<file path="src/rtl/mem_arbiter.sv">
// Single-ported RAM arbiter: serialises instruction fetches and data loads/stores,
// data side first, with a sticky error state on RAM fault or access timeout.
module mem_arbiter #(
    parameter int unsigned TIMEOUT = 16
) (
    input  logic        CLK,
    input  logic        nRST,
    input  logic        iREN,
    input  logic [31:0] iaddr,
    input  logic        dREN,
    input  logic        dWEN,
    input  logic [31:0] daddr,
    input  logic [31:0] dstore,
    output logic        ihit,
    output logic        dhit,
    output logic [31:0] iload,
    output logic [31:0] dload,
    output logic        ramREN,
    output logic        ramWEN,
    output logic [31:0] ramaddr,
    output logic [31:0] ramstore,
    input  logic [31:0] ramload,
    input  logic [1:0]  ramstate,
    output logic        error
);

    localparam int unsigned CW = $clog2(TIMEOUT + 1);
    localparam logic [CW-1:0] CNT_LAST = CW'(TIMEOUT - 1);

    typedef enum logic [1:0] {
        RAM_FREE   = 2'd0,
        RAM_BUSY   = 2'd1,
        RAM_ACCESS = 2'd2,
        RAM_ERROR  = 2'd3
    } ram_state_t;

    typedef enum logic [2:0] {
        IDLE,
        IACC,
        DACC,
        RESP,
        ERR
    } state_t;

    state_t        state, state_nxt;
    logic [CW-1:0] cnt;
    logic [31:0]   addr_q;
    logic [31:0]   data_q;
    logic          wr_q;
    logic          is_d_q;

    always_ff @(posedge CLK or negedge nRST) begin
        if (!nRST) state <= IDLE;
        else       state <= state_nxt;
    end

    always_comb begin
        state_nxt = state;
        case (state)
            IDLE: begin
                if (dWEN || dREN) state_nxt = DACC;
                else if (iREN)    state_nxt = IACC;
            end
            IACC, DACC: begin
                if (ramstate == RAM_ACCESS)
                    state_nxt = RESP;
                else if (ramstate == RAM_ERROR || cnt == CNT_LAST)
                    state_nxt = ERR;
            end
            RESP:    state_nxt = IDLE;
            ERR:     state_nxt = ERR;
            default: state_nxt = IDLE;
        endcase
    end

    // Request latch, load capture and timeout counter; the counter is cleared
    // in IDLE, which is the only way into an access state.
    always_ff @(posedge CLK or negedge nRST) begin
        if (!nRST) begin
            cnt    <= '0;
            addr_q <= '0;
            data_q <= '0;
            wr_q   <= 1'b0;
            is_d_q <= 1'b0;
            iload  <= '0;
            dload  <= '0;
        end else begin
            case (state)
                IDLE: begin
                    cnt <= '0;
                    if (dWEN || dREN) begin
                        addr_q <= daddr;
                        data_q <= dstore;
                        wr_q   <= dWEN;
                        is_d_q <= 1'b1;
                    end else if (iREN) begin
                        addr_q <= iaddr;
                        wr_q   <= 1'b0;
                        is_d_q <= 1'b0;
                    end
                end
                IACC, DACC: begin
                    if (ramstate == RAM_ACCESS) begin
                        if (state == IACC) iload <= ramload;
                        else if (!wr_q)    dload <= ramload;
                    end else if (cnt != CNT_LAST) begin
                        cnt <= cnt + 1'b1;
                    end
                end
                default: ;
            endcase
        end
    end

    assign ramREN   = (state == IACC) || (state == DACC && !wr_q);
    assign ramWEN   = (state == DACC) && wr_q;
    assign ihit     = (state == RESP) && !is_d_q;
    assign dhit     = (state == RESP) && is_d_q;
    assign error    = (state == ERR);
    assign ramaddr  = addr_q;
    assign ramstore = data_q;

endmodule

</file>
<file path="config.mk">
export PLATFORM = sky130hd
export DESIGN_NAME = mem_arbiter
export DESIGN_NICKNAME = d
export VERILOG_FILES = /design/src/rtl/mem_arbiter.sv
export SDC_FILE = /design/constraint.sdc
export NUM_CORES = 1
export LEC_CHECK = 0
export BUFFER_PORTS_ARGS = -buffer_cell sky130_fd_sc_hd__buf_2
export CAP_MARGIN = 20
export CORE_MARGIN = 2
export CORE_UTILIZATION = 43
export DETAILED_ROUTE_END_ITERATION = 7
export GPL_TIMING_DRIVEN = 0
export PLACE_DENSITY = 0.74
export SYNTH_ARGS = -nofsm -noshare
export SYNTH_HDL_FRONTEND = slang
export SYNTH_SLANG_ARGS = --single-unit
</file>
<file path="constraint.sdc">
create_clock -name CLK -period 1.8 [get_ports CLK]
set_clock_uncertainty 0.1 [all_clocks]
set_input_delay 0.36 -clock CLK [delete_from_list [all_inputs] [get_ports CLK]]
set_output_delay 0.36 -clock CLK [all_outputs]
set_load 0.03 [all_outputs]
</file>
==> qor.yml, run 1 <==
run_status:
  status: "finished with violations"
  violations: "setup timing"
global_route:
  grt_max_degree: 81
  antenna_found_initial: 1
  grt_overflow: 0
  grt_pass1_wl_um: 23900
  grt_pass1_vias: 4740
  grt_usage_pct: 20.5
pwr:
  clock_power_share_pct: 18.6
  p_sw_mw: 8.32
  p_leak_nw: 4.66
  peakVddDrop_uv: 983
  intPower_mw: 11.6
  p_per_area_mw_per_mm2: 2230
  sw_frac_of_total_pct: 41.7
  combPwrFrac_pct: 53.4
  p_seq_share_pct: 27.9
  power_mw: 20.0
floorplan:
  dieArea_mm2: 0.0153
  start_util_pct: 44.2
  die_w_um: 124
  fp.dieH_um: 124
  io_pins: 268
  core_area_mm2: 0.0139
  rows: 43
logic_synthesis:
  postSynthAreaPerCell_um2: 14.6
  yosys.area.top_type_share_pct: 56.1
  synth_top_cells_by_area: "dfrtp_1 56%, mux2_4 22%, mux2i_1 5.4%, a21oi_1 3.3%, buf_6 2.6%"
  synth_area_mm2: 0.00616
  synth-main-ff-cell: "dfrtp_1"
  yosys_warnings: 0
  ys_types: 40
  yosysSeqAreaShare_pct: 56.1
  synth_top_area_cell: "dfrtp_1"
  synth_edf_count: 0
  synth_nets: 560
  yosys_register_bits: 138
  syn-instance-count: 423
  async_flop_share_pct: 100
clocking:
  h-tree-depth: 4
  cts_tree: "built"
  path_clk_slew_ns: 0.07
  root_buffer: "clkbuf_16"
  cts_sinks: 138
  cts_made_buffers: 17
  clockBufferDepth: 2
  clock_latency_ns: 0.41
cells_and_area:
  mostFrequentLayoutCell: "buf_2"
  drive_gt1_share_pct: 64.7
  finalNetCount: 872
  syn_to_final_growth_pct: 45.4
  layout_common_cells: "265 x buf_2, 135 x dfrtp_1, 89 x mux2_4"
  n_antenna_cell: 0
  final_core_util_pct: 64.3
placement:
  io_buffers: 267
  gp_congestion: 0.834
  dpl.hpwl_um: 11600
  dp_slack_ns: -0.207
detailed_routing:
  ant_nets: 0
  routed_wl_um: 16600
  drt_first_iter_violations: 267
  vias: 4609
  vias_per_cell: 4.97
  dr.pass1.iters: 4
  drcViolationCount: 0
  wire_per_inst_um: 17.9
sta:
  relSlewSlack_pct: 63.6
  setup_slack_ns: -0.0785
  max_freq_ghz: 0.532
  period_minus_slack_ns: 1.88
  tightestPinTransition_ns: 0.546
  hold_viol: 0
  report.final.setup_viol: 24
  drv_slew: 0
  fin_crit_sh_pct: 104
  rsz0062_at_grt: "yes"
worst_hold_path:
  min_path_cells: 2
  hold_path.class: "in -> reg"
critical_path:
  crit_fanout: 6
  cp.required_ns: 1.34
  rr_worst_depth: 6
  worstSetupPathType: "reg -> out"
  startpoint_type: "flop"
  critPathArrivalTime_ns: 1.42
  crit_path_end_kind: "output port"
job:
  max_cap_violations: 0
==> worst paths after layout <==
check / from / endpoint / slack (ns)
setup / recovery: state[1]$_DFFE_PN0P_ / ramREN / -0.08
hold / removal: dstore[18] / ramstore[18]$_DFFE_PN0P_ / 0.06
setup reg to reg: cnt[0]$_DFFE_PN0P_ / cnt[2]$_DFFE_PN0P_ / -0.06
hold reg to reg: dload[15]$_DFFE_PN0P_ / dload[15]$_DFFE_PN0P_ / 0.40
max in group asynchronous: nRST / state[1]$_DFFE_PN0P_ / 0.38
min in group asynchronous: nRST / dload[24]$_DFFE_PN0P_ / 0.39
==> worst max-delay path: stages (launching register included) <==
cell and delay, ns:
dfrtp_2 0.42, clkbuf_16 0.18, nand3_2 0.09, a21oi_2 0.16, buf_6 0.15
==> synthesized netlist by cell type (all sizes together), types with 3 or more instances <==
cell type    n
nand2        4
mux2        96
inv          8
o21ai        3
nand3        3
mux2i       33
a21oi       40
dfrtp      138
nor3         8
buf         23
nor2        40
==> layer usage <==
layer	vias up	track usage, %	routed length (µm)
li1	2119	-	-
met1	2279	24.2	6590
met2	196	35.2	8460
met3	15	7.05	1360
met4	0	6.61	234
met5	-	0	0
==> state kept, by name (all words and copies together), names as in the netlist <==
name / count
iload: 32
cnt: 5
ramstore: 32
wr_q: 1
dload: 32
is_d_q: 1
state: 3
ramaddr: 32
==> through the flow <==
step,hold slack [ns],area (µm²),TNS [ns],instances
6_report,0.0647,8950,-0.549,928
5_1_grt,0.0520,8950,-1.35,928
4_1_cts,0.0518,8650,-0.308,916
3_5_place_dp,0.269,7780,-0.869,871
3_3_place_gp,0.385,7750,-205.50,870
2_1_floorplan,-0.0356,6190,-0.370,423
==> layout make-up <==
| class | count | area, µm² |
|---|---|---|
| well taps | 180 | 225 |
| fillers | 1036 | 4980 |
| clock inverters | 13 | 190 |
| multi-input cells | 253 | 2650 |
| plain buffers | 23 | 272 |
| flip-flops and latches | 138 | 3460 |
| repair buffers | 294 | 1680 |
| inverters | 8 | 40.0 |
| clock buffers | 19 | 443 |
==> cell families after synthesis <==
kind of cell	synth area share [%]
DFF	56.1
muxes	28.4
and+or+nand+nor	5.41
AOI/OAI and AO/OA	5.47
buffers and inverters	3.94
adders and majority gates	0.732
==> repair_timing <==
action | 4_1_cts | 5_1_grt
hold buffers | 1 | 0
endpoints found under the hold margin | 58 | 0
endpoints found under the setup margin | 13 | 62
cloned | 0 | 5
gates resized for setup | 33 | 38
buffers inserted | 13 | 8
pin swaps | 9 | 4
==> power by group through the flow <==
| stage | clock, mW | combinational, mW | sequential (mW) |
|---|---|---|---|
| after CTS | 3.79 | 9.84 | 5.54 |
| final | 3.72 | 10.7 | 5.58 |
| after global routing | 3.96 | 11.3 | 5.75 |
| after floorplan | 0 | 3.91 | 8.31 |
| after global placement | 0 | 9.15 | 5.46 |
| after detailed placement | 0 | 9.33 | 5.54 |
(Power assumes the default switching activity.)
==> run 2: changes to the inputs <==
- CTS_CLUSTER_SIZE: unset -> 40
- SKIP_CTS_REPAIR_TIMING: unset -> 1
==> run 2 against run 1 <==
  * The run still ends with setup timing left
  * Sequential share of layout area increased by 0.82 points
  * Critical path depth increased by 1
  * Sequential power about the same
  * Critical endpoint is now ihit
  * Maximum frequency increased by 0.39%
  * Global-route usage decreased by 0.41 points
==> qor.yml, run 2 (synthesis gave the netlist of run 1 again) <==
pwr:
  intPower_mw: 11.2  # was 11.6 mW
  p_sw_mw: 8.13  # was 8.32 mW
  peakVddDrop_uv: 924  # was 983 µV
  sw_frac_of_total_pct: 42.0  # was 41.7%
  clock_power_share_pct: 19.2  # was 18.6%
  p_seq_share_pct: 28.7  # was 27.9%
  combPwrFrac_pct: 52.1  # was 53.4%
  p_leak_nw: 4.60  # was 4.66 nW
  p_per_area_mw_per_mm2: 2210  # was 2230 mW/mm²
global_route:
  grt_usage_pct: 20.1  # was 20.5%
  grt_max_degree: 81  # unchanged
  grt_pass1_vias: 4640  # was 4740
  antenna_found_initial: 1  # unchanged
  grt_pass1_wl_um: 23400  # was 23900 µm
  grt_overflow: 0  # unchanged
floorplan:
  fp.dieH_um: 124  # unchanged
  die_w_um: 124  # unchanged
  rows: 43  # unchanged
  io_pins: 268  # unchanged
  core_area_mm2: 0.0139  # unchanged
  start_util_pct: 44.2  # unchanged
  dieArea_mm2: 0.0153  # unchanged
cells_and_area:
  final_core_util_pct: 62.9  # was 64.3%
  mostFrequentLayoutCell: "buf_2"  # unchanged
  fin_cells: 927  # was 928
  drive_gt1_share_pct: 64.1  # was 64.7%
  syn_to_final_growth_pct: 42.4  # was 45.4%
  final_cell_area_mm2: 0.00877  # was 0.00895 mm²
  n_antenna_cell: 0  # unchanged
  layout_common_cells: "267 x buf_2, 135 x dfrtp_1, 89 x mux2_4"  # was 265 x buf_2, 135 x dfrtp_1, 89 x mux2_4
  finalNetCount: 871  # was 872
clocking:
  root_buffer: "clkbuf_16"  # unchanged
  h-tree-depth: 4  # unchanged
  clock_latency_ns: 0.41  # about the same
  path_clk_slew_ns: 0.06  # was 0.07 ns
  cts_made_buffers: 17  # unchanged
  cts_sinks: 138  # unchanged
  cts_tree: "built"  # unchanged
  clockBufferDepth: 2  # unchanged
run_status:
  violations: "setup timing"  # unchanged
  status: "finished with violations"  # unchanged
placement:
  dpl.hpwl_um: 11600  # unchanged
  io_buffers: 267  # unchanged
  gp_congestion: 0.834  # unchanged
  dp_slack_ns: -0.207  # unchanged
  placed_cell_area_mm2: 0.00778  # unchanged
  dp_cells: 871  # unchanged
sta:
  period_minus_slack_ns: 1.87  # was 1.88 ns
  drv_slew: 0  # unchanged
  rsz0062_at_grt: "yes"  # unchanged
  tightestPinTransition_ns: 0.552  # was 0.546 ns
  max_freq_ghz: 0.534  # was 0.532 GHz
  fin_crit_sh_pct: 104  # about the same
  relSlewSlack_pct: 63.2  # was 63.6%
  setup_slack_ns: -0.0713  # was -0.0785 ns
  report.final.setup_viol: 6  # was 24
  hold_viol: 0  # unchanged
critical_path:
  cp.required_ns: 1.34  # about the same
  critPathArrivalTime_ns: 1.41  # was 1.42 ns
  slowest_stage: "dfrtp_1"  # was dfrtp_2
  startpoint_type: "flop"  # unchanged
  worstSetupPathType: "reg -> out"  # unchanged
  max_stage_delay_ns: 0.35  # was 0.42 ns
  crit_path_end_kind: "output port"  # unchanged
  crit_fanout: 7  # was 6
  crit_top_cell: "buf_6"
  worstPathCellList: "buf_6 > buf_8 > nand2_8 > nor3_4 > buf_6"  # was clkbuf_16 > nand3_2 > a21oi_2 > buf_6
detailed_routing:
  dr.pass1.iters: 4  # unchanged
  vias: 4574  # was 4609
  drt_first_iter_violations: 225  # was 267
  vias_per_cell: 4.93  # was 4.97
  drcViolationCount: 0  # unchanged
  ant_nets: 0  # unchanged
  wire_per_inst_um: 17.4  # was 17.9 µm
  routed_wl_um: 16100  # was 16600 µm
worst_hold_path:
  hold_path.class: "in -> reg"  # unchanged
job:
  max_cap_violations: 0  # unchanged
-- run 2: cell count changes in the layout (fill, tap and decap cells not counted), moves of 2 or more --
cell / previous run / this run
a21oi_1: 35 / 37
a21oi_2: 5 / 3
buf_2: 265 / 267
buf_4: 19 / 26
buf_8: 5 / 2
clkbuf_16: 22 / 17
nor2_1: 36 / 38
nor2_2: 3 / 1
nor3_2: 2 / 4
nor3_4: 4 / 2
-- run 2: final cells by class --
class	count	area, µm²
Buffer	24	235
Clock buffer	19	443
Clock inverter	13	190
Fill cell	1049	5170
Inverter	8	35.0
Multi-Input combinational cell	252	2600
Sequential cell	138	3460
Tap cell	180	225
Timing Repair Buffer	293	1580
-- run 2: power by group through the flow --
stage | Clock (mW) | Combinational (mW) | Sequential (mW)
after floorplan | 0 | 3.91 | 8.31
after global placement | 0 | 9.15 | 5.46
after detailed placement | 0 | 9.33 | 5.54
after CTS | 3.79 | 9.36 | 5.54
after global routing | 3.94 | 10.7 | 5.73
final | 3.71 | 10.1 | 5.55
-- run 2: routing by layer --
layer,track usage [%],wire length [µm]
met1,23.7,6370
met2,34.1,8160
met3,7.10,1380
met4,7.03,233
met5,0,0
-- run 2: through the flow --
| stage | TNS (ns) | power [mW] | hold slack [ns] |
|---|---|---|---|
| detailed placement | -0.869 | 14.9 | 0.269 |
| floorplan | -0.370 | 12.2 | -0.0356 |
| global placement | -205.50 | 14.6 | 0.385 |
| CTS | -2.96 | 18.7 | -0.181 |
| global route | -0.696 | 20.4 | 0.0520 |
| finish | -0.331 | 19.4 | 0.0666 |
-- run 2: path summary, 6_finish.rpt --
path,slack (ns),cells after the start,end,start
max,-0.07,5,ihit,state[1]$_DFFE_PN0P_
min,0.07,2,ramstore[18]$_DFFE_PN0P_,dstore[18]
max reg2reg,-0.05,7,state[2]$_DFFE_PN0P_,cnt[0]$_DFFE_PN0P_
min reg2reg,0.40,1,dload[15]$_DFFE_PN0P_,dload[15]$_DFFE_PN0P_
max in group asynchronous,0.38,3,state[2]$_DFFE_PN0P_,nRST
min in group asynchronous,0.40,2,dload[23]$_DFFE_PN0P_,nRST
-- run 2: critical path: cells and delay by family, from the launching register on --
kind,cells,cell delay [ns]
simple gates,2,0.23
flops,1,0.35
buf+inv,3,0.42
==> run 3: changes to the inputs <==
- ABC_CLOCK_PERIOD_IN_PS: unset -> 1800
- CORE_UTILIZATION: 43 -> 30
- HOLD_SLACK_MARGIN: unset -> 0.15
- PLACE_DENSITY: 0.74 -> 0.55
==> run 3 against run 2 <==
  * The flow still finishes with violations (setup timing)
  * Worst setup slack got worse by 0.059 ns
  * Clock power rose by 7.8%
  * Die area rose by 42%
  * Sequential share of layout area fell by 3.1 points
  * Via count rose by 4.1%
  * Cell area rose by 8.6%
  * Global-route usage fell by 4.8 points
  * First-iteration DRC count fell by 61%
  * Sequential cell count did not move
  * Non-clock buffer count rose by 55
  * Clock-buffer cell count fell by 2
  * Critical path type unchanged
==> qor.yml, run 3 (synthesis gave the netlist of run 1 again) <==
run_status:
  violations: "setup timing"  # unchanged
  status: "finished with violations"  # unchanged
critical_path:
  startpoint_type: "flop"  # unchanged
  rr_worst_depth: 6  # was 7
  critPathLaunch: "state[1]$_DFFE_PN0P_"  # unchanged
  worstReg2RegEnd: "cnt[2]$_DFFE_PN0P_"  # was state[2]$_DFFE_PN0P_
  r2r-start: "cnt[0]$_DFFE_PN0P_"  # unchanged
  critPathArrivalTime_ns: 1.47  # was 1.41 ns
  crit_path_end_kind: "output port"  # unchanged
  crit_fanout: 8  # was 7
  worstSetupPathType: "reg -> out"  # unchanged
  reg2reg_setup_slack_ns: -0.05  # about the same
  crit_end: "ramWEN"  # was ihit
  cp.required_ns: 1.34  # about the same
cells_and_area:
  layout_common_cells: "266 x buf_2, 136 x dfrtp_1, 89 x mux2_4"  # was 267 x buf_2, 135 x dfrtp_1, 89 x mux2_4
  n_antenna_cell: 0  # unchanged
  drive_gt1_share_pct: 58.1  # was 64.1%
  syn_to_final_growth_pct: 54.6  # was 42.4%
  finalNetCount: 926  # was 871
  fin_cells: 1071  # was 927
  mostFrequentLayoutCell: "buf_2"  # unchanged
placement:
  dp_cells: 961  # was 871
  dp_slack_ns: -0.199  # was -0.207 ns
  dpl.hpwl_um: 12200  # was 11600 µm
  io_buffers: 267  # unchanged
  gp_congestion: 0.807  # was 0.834
clocking:
  cts_sinks: 138  # unchanged
  clockBufferDepth: 2  # unchanged
  h-tree-depth: 4  # unchanged
  root_buffer: "clkbuf_16"  # unchanged
  cts_tree: "built"  # unchanged
  cts_made_buffers: 17  # unchanged
  clock_latency_ns: 0.41  # about the same
  path_clk_slew_ns: 0.06  # about the same
floorplan:
  core_area_mm2: 0.0202  # was 0.0139 mm²
  die_w_um: 147  # was 124 µm
  dieArea_mm2: 0.0217  # was 0.0153 mm²
  start_util_pct: 30.5  # was 44.2%
  rows: 52  # was 43
  fp.dieH_um: 147  # was 124 µm
  io_pins: 268  # unchanged
detailed_routing:
  drt_first_iter_violations: 88  # was 225
  vias_per_cell: 4.45  # was 4.93
  dr.pass1.iters: 4  # unchanged
  wire_per_inst_um: 15.9  # was 17.4 µm
  vias: 4761  # was 4574
  ant_nets: 0  # unchanged
  drcViolationCount: 0  # unchanged
  routed_wl_um: 17000  # was 16100 µm
sta:
  period_minus_slack_ns: 1.93  # was 1.87 ns
  report.final.setup_viol: 10  # was 6
  hold_slack_ns: 0.147  # was 0.0666 ns
  hold_viol: 0  # unchanged
  fin_crit_sh_pct: 107  # was 104%
  tightestPinTransition_ns: 0.479  # was 0.552 ns
  max_freq_ghz: 0.518  # was 0.534 GHz
  relSlewSlack_pct: 68.1  # was 63.2%
  drv_slew: 0  # unchanged
  setup_slack_ns: -0.131  # was -0.0713 ns
  rsz0062_at_grt: "yes"  # unchanged
  tns_ns: -0.628  # was -0.331 ns
global_route:
  grt_usage_pct: 15.3  # was 20.1%
  grt_max_degree: 89  # was 81
  grt_pass1_vias: 4776  # was 4640
  grt_overflow: 0  # unchanged
  grt_pass1_wl_um: 25900  # was 23400 µm
  antenna_found_initial: 0  # was 1
pwr:
  p_per_area_mw_per_mm2: 2060  # was 2210 mW/mm²
  power_mw: 19.6  # was 19.4 mW
  p_leak_nw: 4.84  # was 4.60 nW
  peakVddDrop_uv: 904  # was 924 µV
worst_hold_path:
  hold_path.class: "in -> reg"  # unchanged
job:
  max_cap_violations: 0  # unchanged
==> run 3: layout make-up <==
class / count / area [µm²]
fill: 1875 / 10700
clock buffer: 17 / 425
clock inverter: 14 / 243
buffer: 24 / 258
sequential: 138 / 3460
inverter: 8 / 30.0
multi-input combinational: 252 / 2580
timing repair buffer: 348 / 2190
tap: 270 / 338
==> run 3: power by group <==
| part | total [mW] | switching, mW | internal, mW | leakage (nW) |
|---|---|---|---|---|
| Clock | 4.00 | 1.39 | 2.61 | 0.328 |
| Sequential | 5.55 | 0.892 | 4.66 | 1.64 |
| Combinational | 10.0 | 5.82 | 4.22 | 2.87 |
| Total | 19.6 | 8.11 | 11.5 | 4.84 |
==> run 3: per-layer routing <==
metal	track usage (%)	up-vias	routed length, µm
li1	-	2236	-
met1	18.0	2302	7010
met2	25.8	205	8330
met3	6.24	18	1440
met4	4.66	0	206
met5	0	-	0
==> run 3: worst max-delay path: stages, from the launching register on <==
cell     delay (ns)
dfrtp_1        0.37
buf_6          0.14
buf_8          0.14
buf_4          0.13
and3_4         0.14
buf_6          0.13
==> run 3: metrics by stage <==
| step | area, µm² | utilization (%) |
|---|---|---|
| floorplan | 6190 | - |
| global placement | 7860 | 39.0 |
| detailed placement | 7890 | 39.1 |
| CTS | 8560 | 42.5 |
| global route | 9520 | 47.2 |
| finish | 9520 | 47.2 |
==> run 3: worst min path at each step <==
stage,cells past startpoint,to,startpoint
6_report,3,ramaddr[18]$_DFFE_PN0P_,daddr[18]
5_1_grt,3,ramaddr[27]$_DFFE_PN0P_,daddr[27]
4_1_cts,1,dload[24]$_DFFE_PN0P_,nRST
3_5_place_dp,1,dload[25]$_DFFE_PN0P_,nRST
3_3_place_gp,1,ramstore[0]$_DFFE_PN0P_,ramstore[0]$_DFFE_PN0P_
2_1_floorplan,0,cnt[0]$_DFFE_PN0P_,nRST
